## src/rtl/hilo_div_seq_if.sv

```systemverilog
// Request/response bundle between the ALU stage and the Hi/Lo divider.
// The ALU side uses the master modport and the divider uses the slave modport.
interface hilo_div_seq_if #(
    parameter int WIDTH = 32
);
    logic             validIn;
    logic             sign;
    logic [WIDTH-1:0] SrcA;
    logic [WIDTH-1:0] SrcB;
    logic             validOut;
    logic             busy;
    logic [WIDTH-1:0] Hi;
    logic [WIDTH-1:0] Lo;

    modport master (
        output validIn, sign, SrcA, SrcB,
        input  validOut, busy, Hi, Lo
    );

    modport slave (
        input  validIn, sign, SrcA, SrcB,
        output validOut, busy, Hi, Lo
    );
endinterface

```

## src/rtl/hilo_div_seq.sv

```systemverilog
// Iterative radix-2 restoring divider for MIPS DIV/DIVU: Hi = remainder, Lo = quotient.
// Defining HILO_DIV_ZERO_FAST_EN makes a zero divisor bypass the 32 shift/subtract steps.
//
// state | meaning
// IDLE  | waiting for validIn, operands captured on acceptance
// BUSY  | one restoring step per cycle, WIDTH steps
// FIX   | sign correction, Hi/Lo written
// DONE  | validOut pulse; a new request is accepted here as well
module hilo_div_seq #(
    parameter int WIDTH = 32
) (
    input logic           clk,
    input logic           reset,
    hilo_div_seq_if.slave bus
);
    localparam int CW = $clog2(WIDTH + 1);
    localparam logic [WIDTH:0] ONE = {{WIDTH{1'b0}}, 1'b1};

`ifdef HILO_DIV_ZERO_FAST_EN
    localparam logic FAST_ZERO = 1'b1;
`else
    localparam logic FAST_ZERO = 1'b0;
`endif

    typedef enum logic [1:0] {IDLE, BUSY, FIX, DONE} state_t;

    state_t           state_q, state_d;
    logic [CW-1:0]    cnt_q;
    logic [WIDTH:0]   rem_q;
    logic [WIDTH:0]   div_q;
    logic [WIDTH-1:0] quo_q;
    logic [WIDTH-1:0] raw_a_q;
    logic [WIDTH-1:0] hi_q, lo_q;
    logic             qneg_q, rneg_q, zero_q;

    logic             capture, zero_in, a_neg, b_neg, last_step, fit;
    logic [WIDTH-1:0] a_mag;
    logic [WIDTH:0]   b_mag;
    logic [WIDTH+1:0] shifted, diff;

    assign capture   = bus.validIn && (state_q == IDLE || state_q == DONE);
    assign zero_in   = (bus.SrcB == '0);
    assign a_neg     = bus.sign & bus.SrcA[WIDTH-1];
    assign b_neg     = bus.sign & bus.SrcB[WIDTH-1];
    assign a_mag     = a_neg ? -bus.SrcA : bus.SrcA;
    // Divisor magnitude is one bit wider so |most-negative| stays exact.
    assign b_mag     = b_neg ? (~{bus.SrcB[WIDTH-1], bus.SrcB} + ONE) : {1'b0, bus.SrcB};
    assign last_step = (cnt_q == CW'(WIDTH - 1));

    assign shifted   = {rem_q, quo_q[WIDTH-1]};
    assign diff      = shifted - {1'b0, div_q};
    assign fit       = ~diff[WIDTH+1];

    always_ff @(posedge clk or posedge reset) begin
        if (reset) state_q <= IDLE;
        else       state_q <= state_d;
    end

    always_comb begin
        state_d = state_q;
        case (state_q)
            IDLE: if (capture) state_d = (FAST_ZERO && zero_in) ? FIX : BUSY;
            BUSY: if (last_step) state_d = FIX;
            FIX:  state_d = DONE;
            DONE: begin
                state_d = IDLE;
                if (capture) state_d = (FAST_ZERO && zero_in) ? FIX : BUSY;
            end
            default: state_d = IDLE;
        endcase
    end

    always_ff @(posedge clk or posedge reset) begin
        if (reset) begin
            cnt_q   <= '0;
            rem_q   <= '0;
            div_q   <= '0;
            quo_q   <= '0;
            raw_a_q <= '0;
            qneg_q  <= 1'b0;
            rneg_q  <= 1'b0;
            zero_q  <= 1'b0;
            hi_q    <= '0;
            lo_q    <= '0;
        end else if (capture) begin
            cnt_q   <= '0;
            rem_q   <= '0;
            div_q   <= b_mag;
            quo_q   <= a_mag;
            raw_a_q <= bus.SrcA;
            qneg_q  <= a_neg ^ b_neg;
            rneg_q  <= a_neg;
            zero_q  <= zero_in;
        end else if (state_q == BUSY) begin
            cnt_q <= cnt_q + CW'(1);
            rem_q <= fit ? diff[WIDTH:0] : shifted[WIDTH:0];
            quo_q <= {quo_q[WIDTH-2:0], fit};
        end else if (state_q == FIX) begin
            // Zero divisor bypasses sign correction so Hi is the untouched dividend.
            if (zero_q) begin
                lo_q <= '1;
                hi_q <= raw_a_q;
            end else begin
                lo_q <= qneg_q ? -quo_q : quo_q;
                hi_q <= rneg_q ? -rem_q[WIDTH-1:0] : rem_q[WIDTH-1:0];
            end
        end
    end

    assign bus.validOut = (state_q == DONE);
    assign bus.busy     = (state_q == BUSY) || (state_q == FIX);
    assign bus.Hi       = hi_q;
    assign bus.Lo       = lo_q;
endmodule
```

## src/flat_wrapper.sv

```systemverilog
// flat-port wrapper written by rule: the top's interface ports become plain ports
module hilo_div_seq_flat 
#(
    parameter int WIDTH = 32
)
  (clk, reset, bus_validIn, bus_sign, bus_SrcA, bus_SrcB, bus_validOut, bus_busy, bus_Hi, bus_Lo);
  hilo_div_seq_if #(.WIDTH(WIDTH)) bus_i ();
  input logic clk;
  input logic reset;
  input wire logic [$bits(bus_i.validIn)-1:0] bus_validIn;
  input wire logic [$bits(bus_i.sign)-1:0] bus_sign;
  input wire logic [$bits(bus_i.SrcA)-1:0] bus_SrcA;
  input wire logic [$bits(bus_i.SrcB)-1:0] bus_SrcB;
  output wire logic [$bits(bus_i.validOut)-1:0] bus_validOut;
  output wire logic [$bits(bus_i.busy)-1:0] bus_busy;
  output wire logic [$bits(bus_i.Hi)-1:0] bus_Hi;
  output wire logic [$bits(bus_i.Lo)-1:0] bus_Lo;
  assign bus_i.validIn = bus_validIn;
  assign bus_i.sign = bus_sign;
  assign bus_i.SrcA = bus_SrcA;
  assign bus_i.SrcB = bus_SrcB;
  assign bus_validOut = bus_i.validOut;
  assign bus_busy = bus_i.busy;
  assign bus_Hi = bus_i.Hi;
  assign bus_Lo = bus_i.Lo;
  hilo_div_seq #(.WIDTH(WIDTH)) u_core (.clk(clk), .reset(reset), .bus(bus_i));
endmodule
```

## config.mk

```make
export PLATFORM = sky130hd
export DESIGN_NAME = hilo_div_seq_flat
export DESIGN_NICKNAME = d
export VERILOG_FILES = /design/src/rtl/hilo_div_seq_if.sv /design/src/rtl/hilo_div_seq.sv /design/src/flat_wrapper.sv
export SDC_FILE = /design/constraint.sdc
export NUM_CORES = 1
export LEC_CHECK = 0
export BUFFER_PORTS_ARGS = -buffer_cell sky130_fd_sc_hd__buf_2
export CAP_MARGIN = 20
export CORE_AREA = 2 2 226 228
export CTS_BUF_LIST = sky130_fd_sc_hd__clkbuf_4 sky130_fd_sc_hd__clkbuf_8
export CTS_CLUSTER_DIAMETER = 200
export DETAILED_ROUTE_END_ITERATION = 16
export DIE_AREA = 0 0 228 230
export HOLD_SLACK_MARGIN = 0.08
export MAX_ROUTING_LAYER = met4
export PLACE_DENSITY = 0.42
export SYNTH_ARGS = -nofsm -noshare
export SYNTH_HDL_FRONTEND = slang
export SYNTH_SLANG_ARGS = --single-unit
```

## constraint.sdc

```tcl
create_clock -name clk -period 8.5 [get_ports clk]
set_input_delay 1.275 -clock clk [delete_from_list [all_inputs] [get_ports clk]]
set_output_delay 1.275 -clock clk [all_outputs]
set_load 0.02 [all_outputs]
```

==> impl_metrics.py, run 1 <==
metrics = {
    "run_status": {
        "status": "finished, final reports clean",
    },
    "clock_network": {
        "cts_made_buffers": 42,
        "cts.clk_slew.worst_paths_ns": 0.06,
        "cts.repair.resized": 0,
        "cts_tree": "built",
        "clock-root-buffer": "clkbuf_8",
        "clk_latency_ns": 0.61,
        "clock_path_buffers": 3,
        "htree_num_levels": 2,
        "clock-sinks": 205,
        "ctsHoldBuffers": 0,
        "postCtsSetupBuffers": 0,
    },
    "critical_path": {
        "crit_path_end_kind": "flip-flop",
        "required_ns": 8.94,
        "path_cells": "ha_1, nor2b_1, o31a_1, o31ai_1, nor3_1, o21ai_0, a31o_2, xor2_4, nor2_1, a21oi_1, a211oi_1",
        "cp-start-kind": "flip-flop",
        "cp_num_buf_inv": 0,
        "cp.arrival_ns": 4.44,
        "critPathMaxFanout": 31,
        "critPathKind": "reg -> reg",
        "critPathMaxStageDelay_ns": 0.75,
        "crit_family": "compound AO/OA/AOI/OAI gates",
        "cp_slowest_cell": "xor2_4",
    },
    "synth": {
        "synthCells": 1547,
        "yosys.area.top_type": "dfrtp_1",
        "synth_top_family_by_area": "compound AO/OA/AOI/OAI gates",
        "synth_common_cells": "292 x nand2_1, 205 x dfrtp_1, 170 x o21ai_0, 113 x a21oi_1, 111 x nor2_1",
        "synth_simple_gate_area_share": 0.177,
        "synthDistinctLibCells": 60,
        "synth_compound_area_frac": 0.187,
        "synthAdderAreaFrac": 0.0432,
        "syn_area_um2": 12900,
        "synthArstFlopShare": 1.00,
        "syn_nets": 1659,
        "ys_seq_elements": 205,
        "ys_warn_count": 0,
        "ys_seq_area_frac": 0.397,
        "synth_most_common_cell": "nand2_1",
        "synth-edff-count": 0,
        "netlist_top_cells_area": "dfrtp_1 40%, nand2_1 8.5%, o21ai_0 6.6%",
        "synth_xor_xnor_area_share": 0.100,
        "synth_mux_area_frac": 0.0535,
        "yosys_most_used_dff": "dfrtp_1",
        "syn_avg_cell_area_um2": 8.35,
        "yosys.area.top_type_share": 0.397,
    },
    "power_and_ir_drop": {
        "leakagePower_nw": 6.55,
        "power_density_nw_per_um2": 475,
        "p_total_mw": 7.20,
        "ir_worst_vdd_mv": 0.222,
    },
    "grt": {
        "grt_pass1_vias": 10900,
        "grt_max_degree": 110,
        "grt_pass1_wl_mm": 63.2,
        "grt_util_all_layers": 0.155,
        "antenna_found_initial": 1,
        "globalRouteOverflowTotal": 0,
    },
    "floorplanning": {
        "rows": 82,
        "die-height_um": 230,
        "die_x_um": 228,
        "core_um2": 49900,
        "die_area_um2": 52400,
        "ios": 134,
        "start_util": 0.259,
    },
    "route": {
        "drt_wl_total_mm": 39.3,
        "drc_errors": 0,
        "wire_per_inst_um": 16.7,
        "route.vias.total": 11000,
        "drt_iter0_drc": 685,
        "first_pass_iters": 4,
        "vias_per_cell": 4.69,
        "final_antenna_net_count": 0,
    },
    "timing": {
        "finalCritPeriodShare": 0.471,
        "min_period_ns": 4.01,
        "worst_slew_pin_slew_ns": 1.05,
        "totalNegativeSetupSlack_ns": 0,
        "worst_slack_ns": 4.49,
        "clock_skew_ns": 0.0314,
        "fmax_mhz": 250,
        "finalMaxSlewViolations": 0,
        "rsz0062_at_grt": "no",
        "hold_viol": 0,
        "slew_headroom": 0.298,
        "setup_violations": 0,
    },
    "finish": {
        "nets": 1760,
        "areaGrowthSynthToFinish_pct": 17.5,
        "drive_gt1_frac": 0.154,
        "fillers": 5386,
        "multi_input_area_um2": 7310,
        "register_area_um2": 5130,
    },
    "worst_hold_path": {
        "hold_path_class": "reg -> reg",
    },
    "place": {
        "gp_congestion": 0.816,
        "dp.final_hpwl_mm": 28.3,
        "io_buffers": 133,
        "pre_cts_ws_ns": 4.44,
    },
    "run": {
        "max_cap_viol_count": 0,
    },
}
-- area by class of cell --
class                      instances  share of cell area
timing repair buffer             141              0.0483
clock buffer                      68              0.0559
antenna                            1            0.000165
multi-input combinational       1199               0.482
clock inverter                     7             0.00462
inverter                          59              0.0151
tap                              672              0.0554
sequential                       205               0.338
-- through the flow --
stage | hold WS [ns] | cell area, um2 | cells | util
after global placement | 0.459 | 14200 | 2275 | 0.285
after global routing | 0.503 | 15200 | 2351 | 0.304
final | 0.475 | 15200 | 2352 | 0.304
after detailed placement | 0.462 | 14200 | 2276 | 0.286
after floorplan | 0.445 | 12900 | 1547 | -
after CTS | 0.484 | 15200 | 2351 | 0.304
-- cells in the final DEF (no fill, tap or decap), types with 8 or more instances in the layout --
cell / instances
nand2_1: 292
dfrtp_1: 204
o21ai_0: 170
buf_2: 133
a21oi_1: 113
nor2_1: 111
xor2_1: 96
inv_1: 57
clkbuf_8: 54
xnor2_1: 50
mux2i_1: 42
ha_1: 41
a31oi_1: 30
mux2_2: 24
nand3_1: 22
o31ai_1: 22
nor3_1: 20
o41ai_1: 19
clkbuf_4: 14
or3_1: 13
or4_1: 10
nor4_1: 10
nand2b_1: 9
a211oi_1: 9
nand4_1: 8
o211ai_1: 8
-- path summary, 6_finish.rpt --
check                            startpoint  cells after the start  slack (ns)           endpoint
min                        u_core.div_q[23]                      2        0.48   u_core.div_q[23]
min reg2reg                u_core.div_q[23]                      2        0.48   u_core.div_q[23]
max in group asynchronous             reset                      3        6.28      u_core.zero_q
min in group asynchronous             reset                      2        0.78  u_core.bus.Lo[27]
max reg2reg                 u_core.rem_q[0]                     11        4.49   u_core.rem_q[19]
max                         u_core.rem_q[0]                     11        4.49   u_core.rem_q[19]
-- worst register-to-register path, delay by kind of cell, from the launching register on --
family | cells | cell delay (ns)
DFF | 1 | 0.47
adders and majority gates | 1 | 0.30
AOI/OAI and AO/OA | 6 | 1.96
and+or+nand+nor | 3 | 0.38
xor gates and xnor gates | 1 | 0.75
-- power by group --
group          leakage (nW)  switching (mW)  internal, mW
Clock                 0.493           0.476         0.663
Combinational          3.56            2.52          1.56
Sequential             2.50           0.522          1.46
Total                  6.55            3.51          3.69
-- sequential cells by signal, summed over array words and instances (netlist names) --
signal	count
u_core.bus.Hi	32
u_core.bus.Lo	32
u_core.cnt_q	6
u_core.div_q	33
u_core.qneg_q	1
u_core.quo_q	32
u_core.raw_a_q	32
u_core.rem_q	33
u_core.rneg_q	1
u_core.state_q	2
u_core.zero_q	1
-- routing by layer --
layer / part of all wire / wire (um) / vias up / track usage
li1: - / - / 5579 / -
met1: 0.51 / 20000 / 5187 / 0.217
met2: 0.43 / 17000 / 201 / 0.230
met3: 0.039 / 1510 / 61 / 0.0233
met4: 0.021 / 829 / 0 / 0.0462
met5: 0 / 0 / - / -
-- logic make-up (layout without fill, tap and decap cells) --
family,after synthesis,in the layout
multiplexers,66,66
buffers and inverters,143,275
XOR/XNOR,148,148
AND/OR/NAND/NOR,528,528
AO/OA/AOI/OAI,413,413
adder cells (fa/ha/maj),44,44
other,0,1
flip-flops,205,205
Power figures use the tool's default switching activity.
==> inputs of run 2 (changes only) <==
ABC_AREA = 1   (was not set)
CORE_AREA = 2 2 242 244   (was 2 2 226 228)
DIE_AREA = 0 0 244 246   (was 0 0 228 230)
clock period = 4.03 ns   (was 8.5 ns; I/O delays follow)
==> run 2 against run 1 <==
Compared with the run above: count of clock-buffer cells in the layout down 6; register-to-register slack worse by 3.7 ns; largest power group is now the clock network; worst setup slack worse by 3.7 ns; first-iteration DRC count up 73%.
==> impl_metrics.py, run 2 <==
metrics = {
    "synth": {
        "yosys.area.top_type": "dfrtp_1",
        "ys_seq_area_frac": 0.346,
        "syn_area_um2": 14800,
        "synthDistinctLibCells": 49,
        "synth_most_common_cell": "nand2_1",
        "ys_warn_count": 0,
        "yosys_most_used_dff": "dfrtp_1",
        "netlist_top_cells_area": "dfrtp_1 35%, nand2_1 17%, inv_1 7.8%",
        "syn_nets": 2359,
        "syn_avg_cell_area_um2": 6.60,
        "synth_common_cells": "677 x nand2_1, 310 x inv_1, 224 x nand3_1, 205 x dfrtp_1, 205 x nor2_1",
        "ys_seq_elements": 205,
        "synthCells": 2247,
        "synth-edff-count": 0,
        "synthArstFlopShare": 1.00,
        "yosys.area.top_type_share": 0.346,
    },
    "floorplanning": {
        "start_util": 0.258,
        "die_x_um": 244,
        "rows": 88,
        "die_area_um2": 60000,
        "core_um2": 57400,
        "die-height_um": 246,
        "ios": 134,
    },
    "finish": {
        "nets": 2477,
        "most-common-layout-cells": "676 x nand2_1, 308 x inv_1, 224 x nand3_1",
        "fillers": 6412,
        "antenna_cells": 0,
        "largestRegisters": "u_core.div_q: 33 flops, u_core.rem_q: 33 flops",
        "areaGrowthSynthToFinish_pct": 15.7,
        "final_common_cell": "nand2_1",
        "drive_gt1_frac": 0.117,
    },
    "timing": {
        "worst_slack_ns": 0.829,
        "fmax_mhz": 312,
        "worst_slew_pin_slew_ns": 0.860,
        "hold_viol": 0,
        "slew_headroom": 0.426,
        "setup_violations": 0,
        "rsz0062_at_grt": "no",
        "finalCritPeriodShare": 0.794,
        "finalMaxSlewViolations": 0,
        "min_period_ns": 3.20,
        "totalNegativeSetupSlack_ns": 0,
        "clock_skew_ns": 0.0277,
    },
    "critical_path": {
        "critPathMaxFanout": 37,
        "cp-start-kind": "flip-flop",
        "critPathKind": "reg -> reg",
        "r2r_start": "u_core.state_q[0]",
        "r2r-end": "u_core.quo_q[1]",
        "rr_worst_depth": 11,
        "required_ns": 4.55,
        "cp.arrival_ns": 3.73,
        "reg2reg_slack_ns": 0.83,
        "crit_path_end_kind": "flip-flop",
    },
    "grt": {
        "antenna_found_initial": 0,
        "globalRouteOverflowTotal": 0,
        "grt_max_degree": 116,
        "grt_pass1_wl_mm": 88.7,
        "grt_pass1_vias": 14600,
        "grt_util_all_layers": 0.196,
    },
    "route": {
        "final_antenna_net_count": 0,
        "first_pass_iters": 6,
        "drt_iter0_drc": 1185,
        "drt_wl_total_mm": 57.6,
        "wire_per_inst_um": 18.2,
        "vias_per_cell": 4.77,
        "route.vias.total": 15100,
        "drc_errors": 0,
    },
    "power_and_ir_drop": {
        "power_density_nw_per_um2": 270,
        "leakagePower_nw": 9.17,
        "p_total_mw": 4.64,
        "ir_worst_vdd_mv": 0.164,
    },
    "place": {
        "gp_congestion": 0.961,
        "io_buffers": 133,
        "dp.final_hpwl_mm": 44.7,
        "pre_cts_ws_ns": 0.789,
    },
    "worst_hold_path": {
        "holdPathStages": 3,
        "holdCritStartpoint": "bus_SrcA[5]",
        "hold_path_class": "in -> reg",
        "min_to": "u_core.raw_a_q[5]",
    },
    "clock_network": {
        "htree_num_levels": 2,
        "cts_tree": "built",
        "clock-sinks": 205,
        "clock-root-buffer": "clkbuf_8",
        "cts_made_buffers": 40,
        "clock_path_buffers": 3,
        "clk_latency_ns": 0.61,
        "cts.repair.resized": 0,
        "cts.clk_slew.worst_paths_ns": 0.06,
    },
    "run_status": {
        "status": "finished, final reports clean",
    },
    "run": {
        "max_cap_viol_count": 0,
    },
}
==> run 2: cell count changes after synthesis, sizes merged, moves of 32 or more <==
cell,delta
nand2,+393
inv,+262
nand3,+216
nor2,+105
xor2,-61
mux2i,-42
a21oi,-37
xnor2,-32
==> run 2: cell type report <==
cell class	count	area, um2	share of cell area
Multi-Input combinational cell	1637	8110	0.473
Sequential cell	205	5130	0.299
Clock buffer	62	797	0.0464
Timing Repair Buffer	155	846	0.0493
Tap cell	765	957	0.0558
Inverter	326	1230	0.0716
Clock inverter	7	90.1	0.00525
==> run 2: report_power, final <==
group | leakage (nW) | internal [mW] | total (mW) | switching [mW]
combinational | 6.14 | 0.0554 | 0.200 | 0.145
sequential | 2.57 | 2.06 | 2.06 | 0
clock | 0.463 | 1.38 | 2.38 | 0.997
==> run 2: layer usage <==
layer,track usage,vias to the layer above,wire length (um)
met5,-,-,0
met4,0.0429,0,908
met3,0.0206,56,2580
met2,0.285,368,24500
met1,0.291,7161,29500
li1,-,7485,-
==> run 2: kinds of logic after synthesis <==
kind of cell | synth area share
AOI/OAI and AO/OA | 0.118
DFF | 0.346
adders and majority gates | 0.0376
and+or+nand+nor | 0.358
buffers and inverters | 0.108
xor gates and xnor gates | 0.0325
==> run 2: how the worst max path moves through the flow <==
stage | startpoint | end | slack, ns | depth (start not counted)
CTS | u_core.state_q[0] | u_core.quo_q[1] | 0.78 | 11
detailed placement | u_core.state_q[0] | u_core.quo_q[1] | 0.79 | 11
global placement | u_core.state_q[0] | u_core.quo_q[1] | 0.82 | 11
finish | u_core.state_q[0] | u_core.quo_q[1] | 0.83 | 11
global route | u_core.state_q[1] | u_core.quo_q[1] | 0.58 | 11
floorplan | reset | u_core.bus.Hi[0] | 0.77 | 1
==> run 2: what timing repair did <==
action | in CTS | in global routing
hold endpoints to repair | 2 | 0
hold buffers | 1 | 0
setup buffers | 0 | 0
==> run 2: critical path: stages, from the launching register on <==
cell and delay (ns):
dfrtp_1 0.41, inv_1 0.15, ha_1 0.27, inv_1 0.09, nand2_2 0.04, buf_4 0.23
nor2_2 0.11, buf_4 0.33, clkinv_1 0.60, nand2_1 0.44, o21ai_0 0.24, a22oi_1 0.18
==> run 2: through the flow <==
step | instance area (um2) | instances | util | hold slack (ns)
detailed placement | 16300 | 3087 | 0.283 | 0.465
global route | 17200 | 3157 | 0.299 | 0.288
CTS | 17200 | 3157 | 0.299 | 0.255
global placement | 16300 | 3087 | 0.283 | 0.459
finish | 17200 | 3157 | 0.299 | 0.306
floorplan | 14800 | 2247 | - | 0.444
==> inputs of run 3 (changes only) <==
PLACE_DENSITY = 0.44   (was 0.42)
clock period = 2.9 ns   (was 4.03 ns; I/O delays follow)
==> run 3 against run 2 <==
Compared with the run above: die area unchanged; wire length down 0.22%; global-route usage up 0.056 points; non-clock buffer count up 25; worst hold slack worse by 0.18 ns; sequential power up 39%; first-iteration DRC count down 2.1%; critical path depth unchanged; power up 38%; fmax up 25%; register-to-register slack worse by 0.50 ns; largest cell class unchanged; largest power group unchanged.
==> impl_metrics.py, run 3 (synthesis gave the netlist of run 2 again) <==
metrics = {
    "timing": {
        "slew_headroom": 0.527,
        "worst_slew_pin_slew_ns": 0.701,
        "fmax_mhz": 390,
        "finalCritPeriodShare": 0.885,
        "clock_skew_ns": 0.0238,
        "rsz0062_at_grt": "no",
        "hold_slack_ns": 0.129,
        "worst_slack_ns": 0.333,
        "setup_violations": 0,
        "hold_viol": 0,
        "min_period_ns": 2.57,
        "finalMaxSlewViolations": 0,
    },
    "critical_path": {
        "cp_common_cell": "nand2_1",
        "crit_path_end_kind": "flip-flop",
        "path_cells": "ha_1, nand2_1, nor2_1, nand2_1, nor2_1, nor2_4, nand3_2, buf_12, nand3_1, nand3_1, nand2_1",
        "cp_slowest_cell": "dfrtp_1",
        "critPathMaxFanout": 22,
        "critPathKind": "reg -> reg",
        "critPathMaxStageDelay_ns": 0.48,
        "required_ns": 3.40,
        "cp-start-kind": "flip-flop",
        "cp.arrival_ns": 3.07,
    },
    "power_and_ir_drop": {
        "p_total_mw": 6.40,
        "ir_worst_vdd_mv": 0.238,
        "power.share.sequential": 0.447,
        "p_int_mw": 4.74,
        "leakagePower_nw": 9.32,
        "p_sw_mw": 1.66,
        "clockPowerShare": 0.505,
        "power_density_nw_per_um2": 367,
        "p_sw_frac": 0.260,
        "combPwrFrac": 0.048,
    },
    "grt": {
        "grt_max_degree": 100,
        "globalRouteOverflowTotal": 0,
        "antenna_found_initial": 0,
        "grt_pass1_wl_mm": 88.8,
        "grt_util_all_layers": 0.197,
        "grt_pass1_vias": 14700,
    },
    "place": {
        "io_buffers": 133,
        "pre_cts_ws_ns": 0.372,
        "dp.final_hpwl_mm": 45.0,
        "gp_congestion": 0.888,
        "dpl-instance-area_um2": 16500,
    },
    "clock_network": {
        "cts.clk_slew.worst_paths_ns": 0.06,
        "cts_made_buffers": 43,
        "clock-sinks": 205,
        "clk_latency_ns": 0.61,
        "cts.repair.resized": 0,
        "htree_num_levels": 2,
        "clock-root-buffer": "clkbuf_8",
        "postCtsSetupBuffers": 0,
        "clock_path_buffers": 3,
        "ctsHoldBuffers": 3,
        "cts_tree": "built",
    },
    "floorplanning": {
        "die-height_um": 246,
        "rows": 88,
        "die_x_um": 244,
        "start_util": 0.258,
        "ios": 134,
        "die_area_um2": 60000,
        "core_um2": 57400,
    },
    "route": {
        "drt_wl_total_mm": 57.4,
        "route.vias.total": 15200,
        "drc_errors": 0,
        "first_pass_iters": 5,
        "final_antenna_net_count": 0,
        "wire_per_inst_um": 18.0,
        "drt_iter0_drc": 1160,
        "vias_per_cell": 4.78,
    },
    "run": {
        "max_cap_viol_count": 0,
    },
    "finish": {
        "most-common-layout-cells": "676 x nand2_1, 308 x inv_1, 224 x nand3_1",
        "register_area_um2": 5130,
        "multi_input_area_um2": 8110,
        "design_area_um2": 17400,
        "fillers": 6387,
        "nets": 2505,
        "areaGrowthSynthToFinish_pct": 17.7,
        "largestRegisters": "u_core.div_q: 33 flops, u_core.rem_q: 33 flops",
        "final_common_cell": "nand2_1",
        "drive_gt1_frac": 0.126,
    },
    "run_status": {
        "status": "finished, final reports clean",
    },
    "worst_hold_path": {
        "hold_path_class": "in -> reg",
    },
}
[run 3: changes by cell type in the layout (fill, tap and decap cells not counted), moves of 2 or more]
cell,delta
buf_12,+9
buf_4,+14
clkbuf_4,-5
clkinv_2,+7
clkinvlp_4,+2
dlygate4sd3_1,+2
[run 3: final cells by class]
type	instances	area share
Clock inverter	15	0.00631
Sequential cell	205	0.294
Tap cell	765	0.0549
Timing Repair Buffer	180	0.0660
Inverter	326	0.0704
Antenna cell	1	0.000143
Clock buffer	57	0.0435
Multi-Input combinational cell	1637	0.465
[run 3: path summary, 6_finish.rpt]
| path | start | to | slack [ns] | cells after the start |
|---|---|---|---|---|
| min in group asynchronous | reset | u_core.bus.Hi[16] | 0.44 | 3 |
| max in group asynchronous | reset | u_core.quo_q[26] | 1.55 | 5 |
| setup / recovery | u_core.rem_q[24] | u_core.rem_q[0] | 0.33 | 11 |
| setup reg to reg | u_core.rem_q[24] | u_core.rem_q[0] | 0.33 | 11 |
| hold / removal | bus_SrcA[4] | u_core.raw_a_q[4] | 0.13 | 3 |
| hold reg to reg | u_core.bus.Hi[15] | u_core.bus.Hi[15] | 0.47 | 2 |
[run 3: metal layers]
layer	routed length, um	GRT usage	part of all wire	vias up
met4	1080	0.0470	0.019	0
li1	-	-	-	7541
met3	2840	0.0272	0.049	61
met5	0	-	0	-
met1	29000	0.288	0.50	7228
met2	24600	0.285	0.43	385
[run 3: worst max-delay path: cells and delay by family (launching register included)]
| kind | cells | cell delay, ns |
|---|---|---|
| AND/OR/NAND/NOR | 9 | 1.28 |
| flip-flops | 1 | 0.48 |
| buffers and inverters | 1 | 0.21 |
| adder cells (fa/ha/maj) | 1 | 0.48 |
[run 3: power by group through the flow]
stage	Clock, mW	Combinational, mW	Sequential [mW]
6_report	3.23	0.304	2.86
5_1_grt	3.49	0.340	2.86
4_1_cts	3.35	0.309	2.86
3_5_place_dp	0	0.305	2.91
3_3_place_gp	0	0.303	2.91
2_1_floorplan	0	0.126	2.91
[run 3: through the flow]
step                      TNS, ns  instances  utilization
after floorplan            -39.62       2247            -
after global placement          0       3110        0.288
after detailed placement        0       3110        0.288
after CTS                       0       3185        0.304
after global routing            0       3185        0.304
final                           0       3186        0.304
